$ cat config.mk
export PLATFORM = sky130hd
export DESIGN_NAME = note_tone_gen_flat
export DESIGN_NICKNAME = d
export VERILOG_FILES = /design/src/rtl/note_tone_gen_if.sv /design/src/rtl/note_tone_gen.sv /design/src/flat_wrapper.sv
export SDC_FILE = /design/constraint.sdc
export NUM_CORES = 1
export LEC_CHECK = 0
export ABC_AREA = 0
export ABC_CLOCK_PERIOD_IN_PS = 3050
export CORE_ASPECT_RATIO = 1.25
export CORE_UTILIZATION = 44
export CTS_CLUSTER_SIZE = 30
export DETAILED_ROUTE_END_ITERATION = 7
export DONT_BUFFER_PORTS = 1
export PLACE_DENSITY_LB_ADDON = 0.3
export SETUP_SLACK_MARGIN = 0.5
export SYNTH_ARGS = -nofsm -noshare
export SYNTH_HDL_FRONTEND = slang
export SYNTH_SLANG_ARGS = --single-unit
$ cat constraint.sdc
create_clock -name clk -period 3.05 [get_ports clk]
set_input_delay 0.61 -clock clk [delete_from_list [all_inputs] [get_ports clk]]
set_output_delay 0.61 -clock clk [all_outputs]
set_load 0.05 [all_outputs]
$ cat src/rtl/note_tone_gen_if.sv
// Note request and tone status bundle between the keyboard stage and the tone generator.
// The master drives the note vector and enable; the slave returns the square wave and status.
interface note_tone_gen_if;
  logic [26:0] note;
  logic        enable;
  logic        audio;
  logic        playing;
  logic [4:0]  note_idx;

  modport master (output note, enable, input audio, playing, note_idx);
  modport slave  (input note, enable, output audio, playing, note_idx);
endinterface

$ cat src/rtl/note_tone_gen.sv
// Square-wave tone generator: the highest requested semitone (bit 0 = A3, 220 Hz) sounds on audio.
// Pitch changes and release are applied only at half-period boundaries, so no runt pulses are produced.
module note_tone_gen #(
  parameter int CLK_HZ = 100_000_000,
  parameter int CNT_W  = 24
) (
  input  logic                 clk,
  input  logic                 reset,
  note_tone_gen_if.slave       bus
);

  typedef enum logic {IDLE, PLAY} state_t;

  // Equal-tempered ratios 2^(k/12) scaled by 1e9; octaves are applied as shifts of the divisor.
  function automatic logic [63:0] half_period(input int i);
    logic [63:0] ratio;
    logic [63:0] num;
    logic [63:0] den;
    case (i % 12)
      0:       ratio = 64'd1000000000;
      1:       ratio = 64'd1059463094;
      2:       ratio = 64'd1122462048;
      3:       ratio = 64'd1189207115;
      4:       ratio = 64'd1259921050;
      5:       ratio = 64'd1334839854;
      6:       ratio = 64'd1414213562;
      7:       ratio = 64'd1498307077;
      8:       ratio = 64'd1587401052;
      9:       ratio = 64'd1681792831;
      10:      ratio = 64'd1781797436;
      default: ratio = 64'd1887748625;
    endcase
    num = 64'(CLK_HZ) * 64'd1_000_000_000;
    den = (64'd440 * ratio) << (i / 12);
    return (num + den / 64'd2) / den;
  endfunction

  logic [CNT_W-1:0] hp_rom [32];

  for (genvar g = 0; g < 32; g++) begin : g_rom
    if (g < 27) begin : g_entry
      assign hp_rom[g] = CNT_W'(half_period(g) - 64'd1);
    end else begin : g_unused
      assign hp_rom[g] = '0;
    end
  end

  // The lowest note has the longest half-period, so it bounds the counter width.
  if (half_period(0) - 64'd1 >= (64'd1 << CNT_W)) begin : g_hp_overflow
    $error("note_tone_gen: CNT_W too small for the A3 half-period");
  end

  state_t           state, state_n;
  logic [26:0]      note_q;
  logic             en_q;
  logic [CNT_W-1:0] cnt, cnt_n;
  logic             audio_r, audio_n;
  logic [4:0]       idx_r, idx_n;
  logic [4:0]       sel;
  logic             any;
  logic             go;

  // Enable is registered alongside the note vector so both share the same two-edge start latency.
  always_ff @(posedge clk or posedge reset) begin
    if (reset) begin
      state   <= IDLE;
      note_q  <= '0;
      en_q    <= 1'b0;
      cnt     <= '0;
      audio_r <= 1'b0;
      idx_r   <= '0;
    end else begin
      state   <= state_n;
      note_q  <= bus.note;
      en_q    <= bus.enable;
      cnt     <= cnt_n;
      audio_r <= audio_n;
      idx_r   <= idx_n;
    end
  end

  always_comb begin
    sel = '0;
    for (int i = 0; i < 27; i++) begin
      if (note_q[i]) sel = 5'(i);
    end
    any = |note_q;
    go  = en_q & any;
  end

  always_comb begin
    state_n = state;
    cnt_n   = cnt;
    audio_n = audio_r;
    idx_n   = idx_r;
    case (state)
      IDLE: begin
        audio_n = 1'b0;
        if (go) begin
          state_n = PLAY;
          idx_n   = sel;
          cnt_n   = hp_rom[sel];
          audio_n = 1'b1;
        end
      end
      PLAY: begin
        if (cnt != '0) begin
          cnt_n = cnt - CNT_W'(1);
        end else if (go) begin
          audio_n = ~audio_r;
          idx_n   = sel;
          cnt_n   = hp_rom[sel];
        end else begin
          audio_n = 1'b0;
          state_n = IDLE;
        end
      end
      default: state_n = IDLE;
    endcase
  end

  assign bus.audio    = audio_r;
  assign bus.playing  = (state == PLAY);
  assign bus.note_idx = idx_r;

endmodule

$ cat src/flat_wrapper.sv
// flat-port wrapper written by rule: the top's interface ports become plain ports
module note_tone_gen_flat 
#(
  parameter int CLK_HZ = 100_000_000,
  parameter int CNT_W  = 24
)
  (clk, reset, bus_note, bus_enable, bus_audio, bus_playing, bus_note_idx);
  note_tone_gen_if bus_i ();
  input  logic clk;
  input  logic reset;
  input wire logic [$bits(bus_i.note)-1:0] bus_note;
  input wire logic [$bits(bus_i.enable)-1:0] bus_enable;
  output wire logic [$bits(bus_i.audio)-1:0] bus_audio;
  output wire logic [$bits(bus_i.playing)-1:0] bus_playing;
  output wire logic [$bits(bus_i.note_idx)-1:0] bus_note_idx;
  assign bus_i.note = bus_note;
  assign bus_i.enable = bus_enable;
  assign bus_audio = bus_i.audio;
  assign bus_playing = bus_i.playing;
  assign bus_note_idx = bus_i.note_idx;
  note_tone_gen #(.CLK_HZ(CLK_HZ), .CNT_W(CNT_W)) u_core (.clk(clk), .reset(reset), .bus(bus_i));
endmodule
# After elaboration in Yosys (flattened, before gate mapping)
# Memories as Yosys holds them, arrays and structs flattened.
# Index checks and enable logic that the tools add are counted.
[word_totals]
register_bits = 59
rom_bits = 768
input_bits = 30
word_cells = 56
memories = 1
[memory_table]
columns = ["name", "depth", "word_bits", "rd", "rd_ports_with_merged_regs", "wr", "line", "source"]
rows = [
  ["(no name shown)", 32, 24, 1, 0, 0, "note_tone_gen.sv:102", "cnt_n = hp_rom[sel];"],
]
[op_classes]
n_addsub = 1
magnitude_cmp = 1
n_eq_ne = 1
n_mux = 40
bitwise = 4
reduce_logical = 2
[ops]
columns = ["cell", "n"]
rows = [
  ["24-bit 2-to-1 mux", 4],
  ["5-bit 2-to-1 mux", 13],
  ["24-bit case mux with 2 select lines", 1],
  ["4-bit 2-to-1 mux", 8],
  ["27-bit OR reduction", 1],
  ["24-bit nonzero test", 1],
  ["24-bit by 1-bit subtractor with 24-bit output (second input constant)", 1],
  ["3-bit 2-to-1 mux", 4],
  ["5-bit case mux with 2 select lines", 1],
  ["6-bit greater-or-equal comparator (second input constant)", 1],
  ["5-bit inverter with 6-bit output", 1],
  ["1-bit 2-to-1 mux", 5],
  ["2-bit 2-to-1 mux", 2],
  ["1-bit case mux with 2 select lines", 2],
  ["2-bit inequality test (second input constant)", 1],
  ["1-bit inverter", 2],
  ["1-bit bitwise AND", 1],
]

# Depth between registers and ports, before layout
[logic_depth]
depth_word = 33
depth_mapped = 12
ltp_nobuf = 11

# Worst setup path before layout
# Ideal clock, no wire load.
[synth_path]
path_type = "flip-flop to flip-flop"
startpoint = "reg u_core.note_q[23]"
endpoint = "reg u_core.cnt[11]"
setup_time_ns = 0.104
t_arrival_ns = 2.834
t_required_ns = 2.946
slack_ns = 0.112
path_stages_with_launch = 11
n_path_buf = 1
cell_sequence = "dfrtp_1 > nor4_1 > o31ai_1 > a311oi_1 > nor2_1 > inv_1 > clkbuf_1 > ha_1 > a21oi_1 > a221o_1 > a221oi_1"
[synth_between]
elab_chain_cells = 11
[synth_rtl]
columns = ["element", "line", "source"]
rows = [
  ["start, declared", "note_tone_gen.sv:54", "logic [26:0] note_q;"],
  ["start signal, assigned", "note_tone_gen.sv:74", "note_q <= bus.note;"],
  ["5-bit 2-to-1 mux (*) (4 in a row)", "note_tone_gen.sv:85", "if (note_q[i]) sel = 5'(i);"],
  ["via u_core.sel[1]", "note_tone_gen.sv:59", "logic [4:0] sel;"],
  ["5-bit inverter with 6-bit output (implied by the code) (*)", "note_tone_gen.sv:102, note_tone_gen.sv:112", ""],
  ["memory read 32 x 24 bit (*)", "--", ""],
  ["24-bit 2-to-1 mux (implied by the code) (*) (2 in a row)", "note_tone_gen.sv:102", ""],
  ["24-bit 2-to-1 mux (*)", "note_tone_gen.sv:109", "end else if (go) begin"],
  ["24-bit 2-to-1 mux", "note_tone_gen.sv:107", "if (cnt != '0) begin"],
  ["24-bit case mux with 2 select lines (*)", "note_tone_gen.sv:96", "case (state)"],
  ["via u_core.cnt_n[11]", "note_tone_gen.sv:56", "logic [CNT_W-1:0] cnt, cnt_n;"],
  ["end signal, assigned", "note_tone_gen.sv:76", "cnt <= cnt_n;"],
  ["end, declared", "note_tone_gen.sv:56", ""],
]
# Mark *: on every way through the listed nets, which the timed path passes. The rest lies on a longest branch. The select of a mux whose other input is x is not followed.
# A chain may end at the register's enable or synchronous reset.

# Worst setup path after layout
[layout_path]
startpoint = "reg u_core.cnt[12]"
endpoint = "reg u_core.cnt[4]"
[layout_between]
elab_chain_cells = 3
[layout_rtl]
columns = ["element", "line"]
rows = [
  ["24-bit nonzero test", "note_tone_gen.sv:107"],
  ["24-bit 2-to-1 mux", "note_tone_gen.sv:107"],
  ["24-bit case mux with 2 select lines", "note_tone_gen.sv:96"],
  ["via u_core.cnt_n[4]", "note_tone_gen.sv:56"],
]
# The timed path passes the listed nets, and every way through them passes these cells.

==> qor.yml <==
status: "finished with violations"
violations: "DRC"
rsz0062_at_grt: "true"
synth_top_family_by_area: "compound AO/OA/AOI/OAI gates"
maxSlewHeadroom: 0.656
synth_compound_area_frac: 0.271
synth_mux_area_frac: 0.0138
peakVddDrop_uv: 373
finalCritPeriodShare: 0.890
cpMaxStageDelayCell: "or4_4"
synth_flop_cell: "dfrtp_1"
syn_nets: 473
wl_per_cell_um: 19.4
nNetsFinal: 516
synthCells: 429
clockRootBuffer: "clkbuf_8"
setup.worst_path.end_class: "register"
yosys_warnings: 0
max_freq_mhz: 368
first_pass_iters: 8
numCtsBuffers: 9
power_leakage_nw: 1.92
area_growth_pct: 26.8
netlist_top_cells_count: "dfrtp_1, nor2_1, nand2_1"
grt_usage: 0.264
core-area_mm2: 0.00819
post-dp-hpwl_mm: 7.88
power_density_mw_per_mm2: 524
grt_util_met1: 0.294
start_util: 0.453
critPathKind: "register to register"
slew_viol_final: 0
cpMostUsedCell: "or4_4"
numPortBuffers: 0
async_flop_share: 1.00
gp_congestion: 0.997
fin_hold_ws_ns: 0.185
synthTopCellsByArea: "dfrtp_1, nor2_1, nand2_1"
synth-xor-area-share: 0.00943
cts_max_level: 3
synth_most_common_cell: "dfrtp_1"
dpl-instance-area_mm2: 0.00403
synth_cell_types: 60
synth_edf_count: 0
die_w_um: 84.2
rows: 37
fin_util: 0.575
reg2reg_to: "u_core.cnt[4]"
layout-drive-gt1-share: 0.289
cts_tree: "done"
required_ns: 3.27
min_path_type: "primary input to async pin"
cpPeakStageDelay_ns: 0.57
final.min_clock_period_ns: 2.71
max_cap_viol_count: 0
grt_pass1_wl_mm: 17.9
antenna_cells: 0
dieHeight_um: 105
finalInstanceArea_mm2: 0.00471
route.detailed.drc: 2
clockBufferDepth: 2
synth_fa_ha_area_frac: 0.0472
yosys.area_share.simple: 0.222
crit_path_start_kind: "register"
r2r_slack_ns: 0.34
drt_iter0_drc: 217
crit_fanout: 8
ff2ff_path_depth: 8
post-synth-top-area-cell: "dfrtp_1"
via_count: 3674
instances_no_fill: 574
grt_pass1_vias: 3531
skew_ns: 0.0113
drtAntennaViolNets: 0
critPathArrivalTime_ns: 2.93
setup_violations: 0
cts_hold_buf: 0
cts_sinks: 59
syn-cell-area_mm2: 0.00371
top_usage_layer: "met2"
wl_mm: 11.1
gr-usage-met3: 0.0466
worst_slew_pin_slew_ns: 0.516
vias_per_cell: 6.40
syn_area_per_cell_um2: 8.66
timing.rr.start: "u_core.cnt[12]"
clock_latency_ns: 0.35
path_clk_slew_ns: 0.07
io_pins: 37
yosysSeqAreaShare: 0.398
placed_cells: 537
grt_max_degree: 33
ys_ff_latch: 59
grt-ovfl-total: 0
finalHoldViolations: 0
antenna_found_initial: 0
yosysTopAreaCellShare: 0.398
setup_tns_ns: 0
path_cells: "or4_4 > or4_4 > o41a_1 > buf_6 > nor2_4 > inv_4 > a21oi_1 > a311oi_1"
dieArea_mm2: 0.00881
fillers: 730
grt_util_met2: 0.468
## cells in the final DEF (no fill, tap or decap), types with 4 or more instances in the layout
master / count
ha_1: 9
dfrtp_1: 58
o31ai_1: 8
a221oi_1: 5
nand2_2: 4
a211oi_1: 10
nor2_2: 4
o21ai_1: 9
nor3_1: 14
ha_2: 4
nand2_1: 43
nor2_4: 5
and2_1: 4
nor2_1: 43
a211o_1: 5
o21ai_2: 4
buf_4: 45
mux2i_1: 4
a21oi_1: 23
nor4_1: 4
or3_1: 7
clkbuf_8: 10
o22ai_1: 7
nand3_1: 9
buf_6: 6
inv_1: 9
o21ai_0: 20
nor2b_1: 5
nor4_2: 5
## final cells by class
cell class                      count  area, um^2  area share
Clock buffer                       11         141      0.0300
Clock inverter                      5         100      0.0213
Inverter                           14        58.8      0.0125
Multi-Input combinational cell    336        2380       0.506
Sequential cell                    59        1480       0.314
Tap cell                           97         121      0.0258
Timing Repair Buffer               52         425      0.0903
## per-layer routing
metal	vias to the layer above	share of wire
met4	0	0.048
met2	172	0.52
met5	-	0
li1	1697	-
met3	40	0.050
met1	1765	0.38
## power by group
part	leakage, nW	total (mW)	internal (mW)	switching, mW
registers	0.703	1.06	0.893	0.170
clock network	0.123	0.865	0.562	0.303
logic	1.10	0.540	0.244	0.296
total	1.92	2.47	1.70	0.769
## state kept, by name (all words and copies together) (netlist names)
name,cells
u_core.note_q,27
u_core.cnt,24
u_core.bus.note_idx,5
u_core.bus.audio,1
u_core.bus.playing,1
u_core.en_q,1
## repair_timing
action | 4_1_cts | 5_1_grt
resized for setup | 28 | 42
buffers inserted | 12 | 9
endpoints found under the setup margin | 24 | 27
pin swaps | 8 | 18
endpoints found under the hold margin | 0 | 0
## how the worst max path moves through the flow
stage / depth (start not counted) / to / startpoint
after global routing: 8 / u_core.cnt[15] / u_core.cnt[12]
after global placement: 10 / u_core.cnt[12] / u_core.note_q[24]
after floorplan: 9 / u_core.cnt[3] / u_core.cnt[10]
after detailed placement: 12 / u_core.cnt[11] / u_core.note_q[24]
after CTS: 9 / u_core.cnt[7] / u_core.cnt[12]
final: 8 / u_core.cnt[4] / u_core.cnt[12]
## logic make-up after synthesis
family,Yosys count
multiplexers,5
adder cells (fa/ha/maj),14
flip-flops,59
AND/OR/NAND/NOR,170
buffers and inverters,34
XOR/XNOR,4
AO/OA/AOI/OAI,143
## critical path, delay by kind of cell (launching register included)
family | cells | cell delay (ns)
compound gates | 3 | 0.66
buf+inv | 2 | 0.27
flops | 1 | 0.38
simple gates | 3 | 1.29
## stage by stage
step                      total power, mW  setup slack [ns]
after floorplan                      1.37             0.360
after global placement               1.51             0.147
after detailed placement             1.51             0.130
after CTS                            2.44             0.369
after global routing                 2.59             0.267
final                                2.47             0.336
Power figures use the tool's default switching activity.
